<file path="src/rtl/pipeline_hazard_ctrl.sv">
// pipeline_hazard_ctrl
//   Central stall/flush sequencer for the 16-bit 5-stage pipeline.
//   Covers three hazard sources:
//     - load-use hazards
//     - multi-cycle branch flushes
//     - data-memory wait states
//   It also flushes the pipeline after reset.
//   All control outputs are combinational from the registered state, the
//   down-counter and the current-cycle inputs, so a hazard acts in the same
//   cycle it is seen.
//
// Ports
//   clk, reset (async, active-low)
//   Decode stage:
//     dec_valid, dec_rs1, dec_rs2, dec_uses_rs1, dec_uses_rs2
//   Execute stage:
//     ex_mem_read, ex_rd, branch_taken
//   Data memory:
//     mem_ready
//   Outputs:
//     pc_stall, fd_stall
//     fd_flush   00 pass, 01 branch flush, 10 startup flush
//     de_bubble, ex_stall
//     state_o    debug view of the FSM state
//
// Optional build macro HAZARD_PERF_EN adds two counters. Both saturate at
// 16'hFFFF and clear on reset.
//   perf_stall_cnt   cycles with pc_stall high
//   perf_flush_cnt   cycles with fd_flush == 01
module pipeline_hazard_ctrl #(
  parameter int REG_W          = 4,
  parameter int FLUSH_CYCLES   = 2,
  parameter int STARTUP_CYCLES = 3
) (
  input  logic             clk,
  input  logic             reset,
  input  logic             dec_valid,
  input  logic [REG_W-1:0] dec_rs1,
  input  logic [REG_W-1:0] dec_rs2,
  input  logic             dec_uses_rs1,
  input  logic             dec_uses_rs2,
  input  logic             ex_mem_read,
  input  logic [REG_W-1:0] ex_rd,
  input  logic             branch_taken,
  input  logic             mem_ready,
  output logic             pc_stall,
  output logic             fd_stall,
  output logic [1:0]       fd_flush,
  output logic             de_bubble,
  output logic             ex_stall,
  output logic [2:0]       state_o
`ifdef HAZARD_PERF_EN
  ,
  output logic [15:0]      perf_stall_cnt,
  output logic [15:0]      perf_flush_cnt
`endif
);

  typedef enum logic [2:0] {
    ST_STARTUP    = 3'd0,
    ST_RUN        = 3'd1,
    ST_LOAD_STALL = 3'd2,
    ST_BR_FLUSH   = 3'd3,
    ST_MEM_WAIT   = 3'd4
  } state_t;

  localparam logic [2:0] STARTUP_LOAD = 3'(STARTUP_CYCLES - 1);
  localparam logic [2:0] FLUSH_LOAD   = 3'((FLUSH_CYCLES >= 2) ? FLUSH_CYCLES - 2 : 0);

  state_t     state_q, state_d;
  logic [2:0] cnt_q, cnt_d;
  logic       pend_br_q, pend_br_d;
  logic       load_use;
  logic       take_br;

  assign load_use = ex_mem_read && (ex_rd != '0) && dec_valid &&
                    ((dec_uses_rs1 && (dec_rs1 == ex_rd)) ||
                     (dec_uses_rs2 && (dec_rs2 == ex_rd)));

  always_ff @(posedge clk or negedge reset) begin
    if (!reset) begin
      state_q   <= ST_STARTUP;
      cnt_q     <= STARTUP_LOAD;
      pend_br_q <= 1'b0;
    end else begin
      state_q   <= state_d;
      cnt_q     <= cnt_d;
      pend_br_q <= pend_br_d;
    end
  end

  always_comb begin
    state_d   = state_q;
    cnt_d     = cnt_q;
    pend_br_d = pend_br_q;
    take_br   = 1'b0;
    pc_stall  = 1'b0;
    fd_stall  = 1'b0;
    fd_flush  = 2'b00;
    de_bubble = 1'b0;
    ex_stall  = 1'b0;

    case (state_q)
      ST_STARTUP: begin
        fd_flush  = 2'b10;
        de_bubble = 1'b1;
        if (cnt_q == '0) state_d = ST_RUN;
        else             cnt_d   = cnt_q - 3'd1;
      end
      // LOAD_STALL shares RUN's priority chain but never re-detects the
      // same load-use, so each load-use costs exactly one bubble.
      ST_RUN, ST_LOAD_STALL: begin
        if (branch_taken) begin
          take_br = 1'b1;
        end else if (!mem_ready) begin
          pc_stall = 1'b1;
          fd_stall = 1'b1;
          ex_stall = 1'b1;
          state_d  = ST_MEM_WAIT;
        end else if (load_use && (state_q == ST_RUN)) begin
          pc_stall  = 1'b1;
          fd_stall  = 1'b1;
          de_bubble = 1'b1;
          state_d   = ST_LOAD_STALL;
        end else begin
          state_d = ST_RUN;
        end
      end
      ST_BR_FLUSH: begin
        fd_flush  = 2'b01;
        de_bubble = 1'b1;
        if (cnt_q == '0) state_d = ST_RUN;
        else             cnt_d   = cnt_q - 3'd1;
      end
      ST_MEM_WAIT: begin
        if (!mem_ready) begin
          pc_stall  = 1'b1;
          fd_stall  = 1'b1;
          ex_stall  = 1'b1;
          // A branch resolving while memory is stalled is remembered and
          // its flush starts on the cycle the wait ends.
          pend_br_d = pend_br_q | branch_taken;
        end else if (pend_br_q || branch_taken) begin
          take_br = 1'b1;
        end else begin
          state_d   = ST_RUN;
          pend_br_d = 1'b0;
        end
      end
      default: begin
        state_d   = ST_STARTUP;
        cnt_d     = STARTUP_LOAD;
        pend_br_d = 1'b0;
      end
    endcase

    // The taken-branch cycle is itself the first flush cycle.
    if (take_br) begin
      fd_flush  = 2'b01;
      de_bubble = 1'b1;
      pend_br_d = 1'b0;
      if (FLUSH_CYCLES == 1) begin
        state_d = ST_RUN;
      end else begin
        state_d = ST_BR_FLUSH;
        cnt_d   = FLUSH_LOAD;
      end
    end
  end

  assign state_o = state_q;

`ifdef HAZARD_PERF_EN
  logic [15:0] stall_cnt_q, stall_cnt_d;
  logic [15:0] flush_cnt_q, flush_cnt_d;

  always_comb begin
    stall_cnt_d = stall_cnt_q;
    flush_cnt_d = flush_cnt_q;
    if (pc_stall && (stall_cnt_q != '1))
      stall_cnt_d = stall_cnt_q + 16'd1;
    if ((fd_flush == 2'b01) && (flush_cnt_q != '1))
      flush_cnt_d = flush_cnt_q + 16'd1;
  end

  always_ff @(posedge clk or negedge reset) begin
    if (!reset) begin
      stall_cnt_q <= '0;
      flush_cnt_q <= '0;
    end else begin
      stall_cnt_q <= stall_cnt_d;
      flush_cnt_q <= flush_cnt_d;
    end
  end

  assign perf_stall_cnt = stall_cnt_q;
  assign perf_flush_cnt = flush_cnt_q;
`endif

endmodule

</file>
<file path="config.mk">
export PLATFORM = sky130hd
export DESIGN_NAME = pipeline_hazard_ctrl
export DESIGN_NICKNAME = d
export VERILOG_FILES = /design/src/rtl/pipeline_hazard_ctrl.sv
export SDC_FILE = /design/constraint.sdc
export NUM_CORES = 1
export LEC_CHECK = 0
export CORE_UTILIZATION = 40
export CTS_BUF_LIST = sky130_fd_sc_hd__clkbuf_4
export DETAILED_ROUTE_END_ITERATION = 8
export GPL_TIMING_DRIVEN = 0
export PLACE_DENSITY_LB_ADDON = 0.1
export SLEW_MARGIN = 10
export SYNTH_ARGS = -nofsm -noshare
export SYNTH_HDL_FRONTEND = slang
export SYNTH_SLANG_ARGS = --single-unit
</file>
<file path="constraint.sdc">
create_clock -name clk -period 5.3 [get_ports clk]
set_clock_uncertainty 0.05 [all_clocks]
set_input_delay 1.06 -clock clk [delete_from_list [all_inputs] [get_ports clk]]
set_output_delay 1.06 -clock clk [all_outputs]
set_load 0.01 [all_outputs]
</file>
* Word level (Yosys, flattened, before mapping)
Cells that the tools add are included.
Operators by class: add/subtract/negate cells 1, multiply operators 0, divide/modulo/power cells 0, order comparisons 0, equality and inequality tests 14, shift-type cells 0, muxes and demuxes 32, bitwise logic cells 1, reductions and logical operators 18
Operators with widths (number):
- 3-bit two-way mux | 8
- 1-bit two-way mux | 14
- 3-bit != test (second input constant) | 4
- 1-bit one-hot mux with 2 select lines | 5
- 3-bit one-hot mux with 3 select lines | 1
- 4-bit == test | 2
- 3-bit by 2-bit == test with 1-bit output (second input constant) | 2
- 1-bit logical AND | 6
- 3-bit logical NOT | 2
- 3-bit one-hot mux with 2 select lines | 1
- 2-bit two-way mux | 2
- 2-bit by 1-bit != test with 1-bit output (second input constant) | 2
- 4-bit != test (second input constant) | 1
- 2-bit one-hot mux with 2 select lines | 1
- 2-bit AND reduction | 2
- 4-bit AND reduction | 1
- 4-bit nonzero test | 1
- 2-bit OR reduction | 2
- 4-bit OR reduction | 1
- 3-bit by 1-bit == test with 1-bit output (second input constant) | 1
- 3-bit == test (second input constant) | 1
- 3-bit by 1-bit != test with 1-bit output (second input constant) | 1
- 3-bit OR reduction | 1
- 3-bit by 1-bit subtractor with 3-bit output (second input constant) | 1
- other kinds (2) | 3
Storage, ports and cells: register bits after elaboration 7, bits in latches 0, RAM bits 0, bits in read-only memories 0, bits of input ports 20, output and inout port bits 9, word-level logic and storage cells 69, memories 0

* Longest topological paths before layout
depth after elaboration 10, gate-level depth with buffers 7, gate-level depth less buffers 7

* Worst setup path before layout
OpenSTA, ideal clock, no wires.
path kind in2out, start in ex_rd[1], end out pc_stall, arrival time 2.087 ns, data required time 4.190 ns, slack 2.103 ns, stages 5, path buffers 1, path through xor2_1 -> nor4_1 -> o21ai_1 -> o21bai_1 -> buf_4
Between the ends: word-level cells in the longest chain between the ends 9, elaborated cells between the ends (all ways) 14, classes of those cells eq/ne (2); mux (4); reduce/logical (8)
Ends and longest elaborated chain:
- start, declared | line 43 | input logic [REG_W-1:0] ex_rd,
- 4-bit == test (tied with other cells) | line 77 | ((dec_uses_rs1 && (dec_rs1 == ex_rd)) ||
- 1-bit logical AND (on tied branches) | line 77, 76, 78
- 1-bit logical OR / 1-bit logical AND (equally long branches) | line 77, 76
- 1-bit logical AND (*) | line 76 | assign load_use = ex_mem_read && (ex_rd != '0) && dec_valid &&
- 1-bit logical AND (*) | line 120 | end else if (load_use && (state_q == ST_RUN)) begin
- 1-bit two-way mux (*) (3 in a row)
- 1-bit one-hot mux with 2 select lines (*)
- end, declared | line 46 | output logic pc_stall,
Mark *: on every way between the ends. The rest lies on a longest branch, timed or not.

* Worst setup path in the final report
start in ex_rd[1], end out pc_stall
Between the ends: word-level cells in the longest chain between the ends 9, elaborated cells between the ends (all ways) 14, classes of those cells eq/ne (2); mux (4); reduce/logical (8)
Ends and longest elaborated chain:
- 4-bit == test (tied with other cells) | line 77
- 1-bit logical AND (on tied branches) | line 77, 76, 78
- 1-bit logical OR / 1-bit logical AND (equally long branches) | line 77, 76
- 1-bit logical AND (*) | line 76
- 1-bit logical AND (*) | line 120
- 1-bit two-way mux (*) | line 120
- 1-bit two-way mux (*) | line 115 | end else if (!mem_ready) begin
- 1-bit two-way mux (*) | line 113 | if (branch_taken) begin
- 1-bit one-hot mux with 2 select lines (*) | line 103 | case (state_q)
Marks and branches as above.

==> impl_metrics.json <==
{
  "p_int_w": 0.000291,
  "synth_cell_type_count": 34,
  "hold_path_depth": 1,
  "hold_path_class": "flop to flop",
  "slew_headroom": 0.732,
  "syn-cell-area_sq_um": 667,
  "drt_iter0_drc": 7,
  "mostFrequentLayoutCells": "clkdlybuf4s50_1, nand2_1, nor2_1, xor2_1, dfrtp_1",
  "worstReg2RegStart": "cnt_q[1]",
  "area_delta_synth_final_pct": 49.5,
  "setup_tns_ns": 0,
  "drt_first_pass_iters": 4,
  "syn_nets": 104,
  "yosys_warnings": 0,
  "fin_crit_ns": 4.19,
  "max-cap-violations": 0,
  "critPathCaptureType": "output pin",
  "hold_buffers": 0,
  "postSynthCellCount": 82,
  "multi_input_area_sq_um": 442,
  "crit_arrival_ns": 3.08,
  "die_h_um": 42.8,
  "post_cts_resize_count": 0,
  "switchingPower_w": 0.000209,
  "slew_violations": 0,
  "r2r_setup_slack_ns": 3.62,
  "worstHoldStart": "cnt_q[2]",
  "critPathMaxFanout": 3,
  "vias": 692,
  "rsz0062_at_grt": "no",
  "rr_endpoint": "cnt_q[2]",
  "routedWlPerCell_um": 12.2,
  "antenna_cells": 0,
  "cts-buffers-inserted": 3,
  "core_area_sq_um": 1520,
  "postCtsSetupBuffers": 0,
  "nets": 137,
  "r2r_cells": 7,
  "grt_pass1_vias": 655,
  "synthArstFlopShare": 1.00,
  "power.total_w": 0.000500,
  "syn_avg_cell_area_sq_um": 8.13,
  "chipWidth_um": 42.8,
  "antenna_found_initial": 0,
  "h-tree-depth": 1,
  "grt_usage": 0.204,
  "hold_end": "cnt_q[2]",
  "max_freq_ghz": 0.238,
  "clkPwrFrac": 0.113,
  "rows": 14,
  "grt_first_pass_wirelength_um": 2800,
  "yosys_most_used_dff": "dfrtp_1",
  "seq_area_sq_um": 176,
  "antenna_left": 0,
  "drc_errors": 0,
  "powerDensity_nw_per_um2": 502,
  "clkSinkCount": 7,
  "synth-edff-count": 0,
  "status": "finished clean",
  "drive_gt1_frac": 0.114,
  "portBuffers": 28,
  "finalSetupViolations": 0,
  "worst_pin_slew_ns": 0.402,
  "dp_hpwl_um": 1260,
  "ir_worst_vdd_mv": 0.252,
  "gp_congestion": 0.780,
  "overflow": 0,
  "final_common_cell": "clkdlybuf4s50_1",
  "ys_seq_area_frac": 0.265,
  "startpoint_type": "input pin",
  "clkTransAtPathRegs_ns": 0.05,
  "cp-startpoint": "ex_rd[1]",
  "io_pins": 29,
  "fin_crit_sh": 0.791,
  "swShare": 0.418,
  "start_util": 0.438,
  "clock_latency_ns": 0.26,
  "nFillCells": 141,
  "required_ns": 4.19,
  "seqPwrFrac": 0.190,
  "clock_path_buffers": 2,
  "routed_via_density": 5.32,
  "cts_tree": "done",
  "grt_max_degree": 11,
  "ys_seq_elements": 7,
  "routed_wl_um": 1590,
  "cts_root_buf": "clkbuf_4",
  "hold_viol": 0,
  "worstSetupPathType": "input pin to output pin",
  "combPwrFrac": 0.697,
  "p_leak_nw": 0.412,
  "die-area_sq_um": 1830
}
==> area by class of cell <==
type	instances	area share
multi-input combinational	67	0.443
timing repair buffer	28	0.281
sequential	7	0.177
buffer	4	0.0339
clock buffer	4	0.0301
tap	16	0.0201
inverter	4	0.0151
==> worst max-delay path by stage <==
stage          endpoint  slack (ns)  cells past startpoint
2_1_floorplan  pc_stall        2.10                      5
3_3_place_gp   pc_stall        1.09                      7
3_5_place_dp   pc_stall        1.07                      7
4_1_cts        pc_stall        1.08                      7
5_1_grt        pc_stall        0.94                      8
6_report       pc_stall        1.11                      7
==> power by group through the flow <==
stage / clock [W] / combinational (W) / sequential, W
after detailed placement: 0 / 0.000348 / 0.0000958
after global placement: 0 / 0.000344 / 0.0000952
after CTS: 0.0000582 / 0.000350 / 0.0000952
after floorplan: 0 / 0.000225 / 0.0000976
final: 0.0000564 / 0.000349 / 0.0000951
after global routing: 0.0000607 / 0.000384 / 0.0000981
==> synthesized netlist by cell type, drive strengths merged, types with 3 or more instances <==
cell   number  area (sq um)
a21oi       5          28.8
nand2      13          48.8
nor4        4          25.0
nand3       3          15.0
nor2        6          22.5
xnor2       3          45.1
xor2        6          52.6
buf         3          30.0
inv         4          15.0
dfrtp       6           150
o21ai       8          40.0
==> logic make-up (layout without fill, tap and decap cells) <==
group | Yosys count | count (layout) | synth area share
adders and majority gates | 2 | 2 | 0.0375
xor gates and xnor gates | 9 | 9 | 0.146
and+or+nand+nor | 34 | 34 | 0.253
DFF | 7 | 7 | 0.265
AOI/OAI and AO/OA | 22 | 22 | 0.225
buffers and inverters | 8 | 40 | 0.0732
==> per-layer routing <==
layer | GRT usage | vias to the layer above | routed length [um]
met5 | 0 | - | 0
met2 | 0.315 | 20 | 765
met1 | 0.254 | 314 | 704
met3 | 0.0681 | 5 | 97
met4 | 0.0938 | 0 | 19
li1 | - | 353 | -
==> metrics by stage <==
stage / instances / hold WS (ns) / setup slack, ns / util / instance area, sq um
5_1_grt: 130 / 0.428 / 0.941 / 0.654 / 997
3_3_place_gp: 126 / 0.401 / 1.09 / 0.635 / 967
3_5_place_dp: 126 / 0.412 / 1.07 / 0.635 / 967
6_report: 130 / 0.419 / 1.11 / 0.654 / 997
4_1_cts: 130 / 0.419 / 1.08 / 0.654 / 997
2_1_floorplan: 82 / 0.382 / 2.10 / - / 667
==> sequential cells by signal (all words and copies together) (netlist names) <==
name and count:
cnt_q 3, state_o 3, pend_br_q 1
==> critical path, stage by stage <==
cell and delay, ns:
clkdlybuf4s50_1 0.47, xor2_1 0.19, nor4_1 0.37, o21ai_1 0.14
o21bai_1 0.19, buf_4 0.13, clkdlybuf4s50_1 0.53
(Power assumes the default switching activity.)
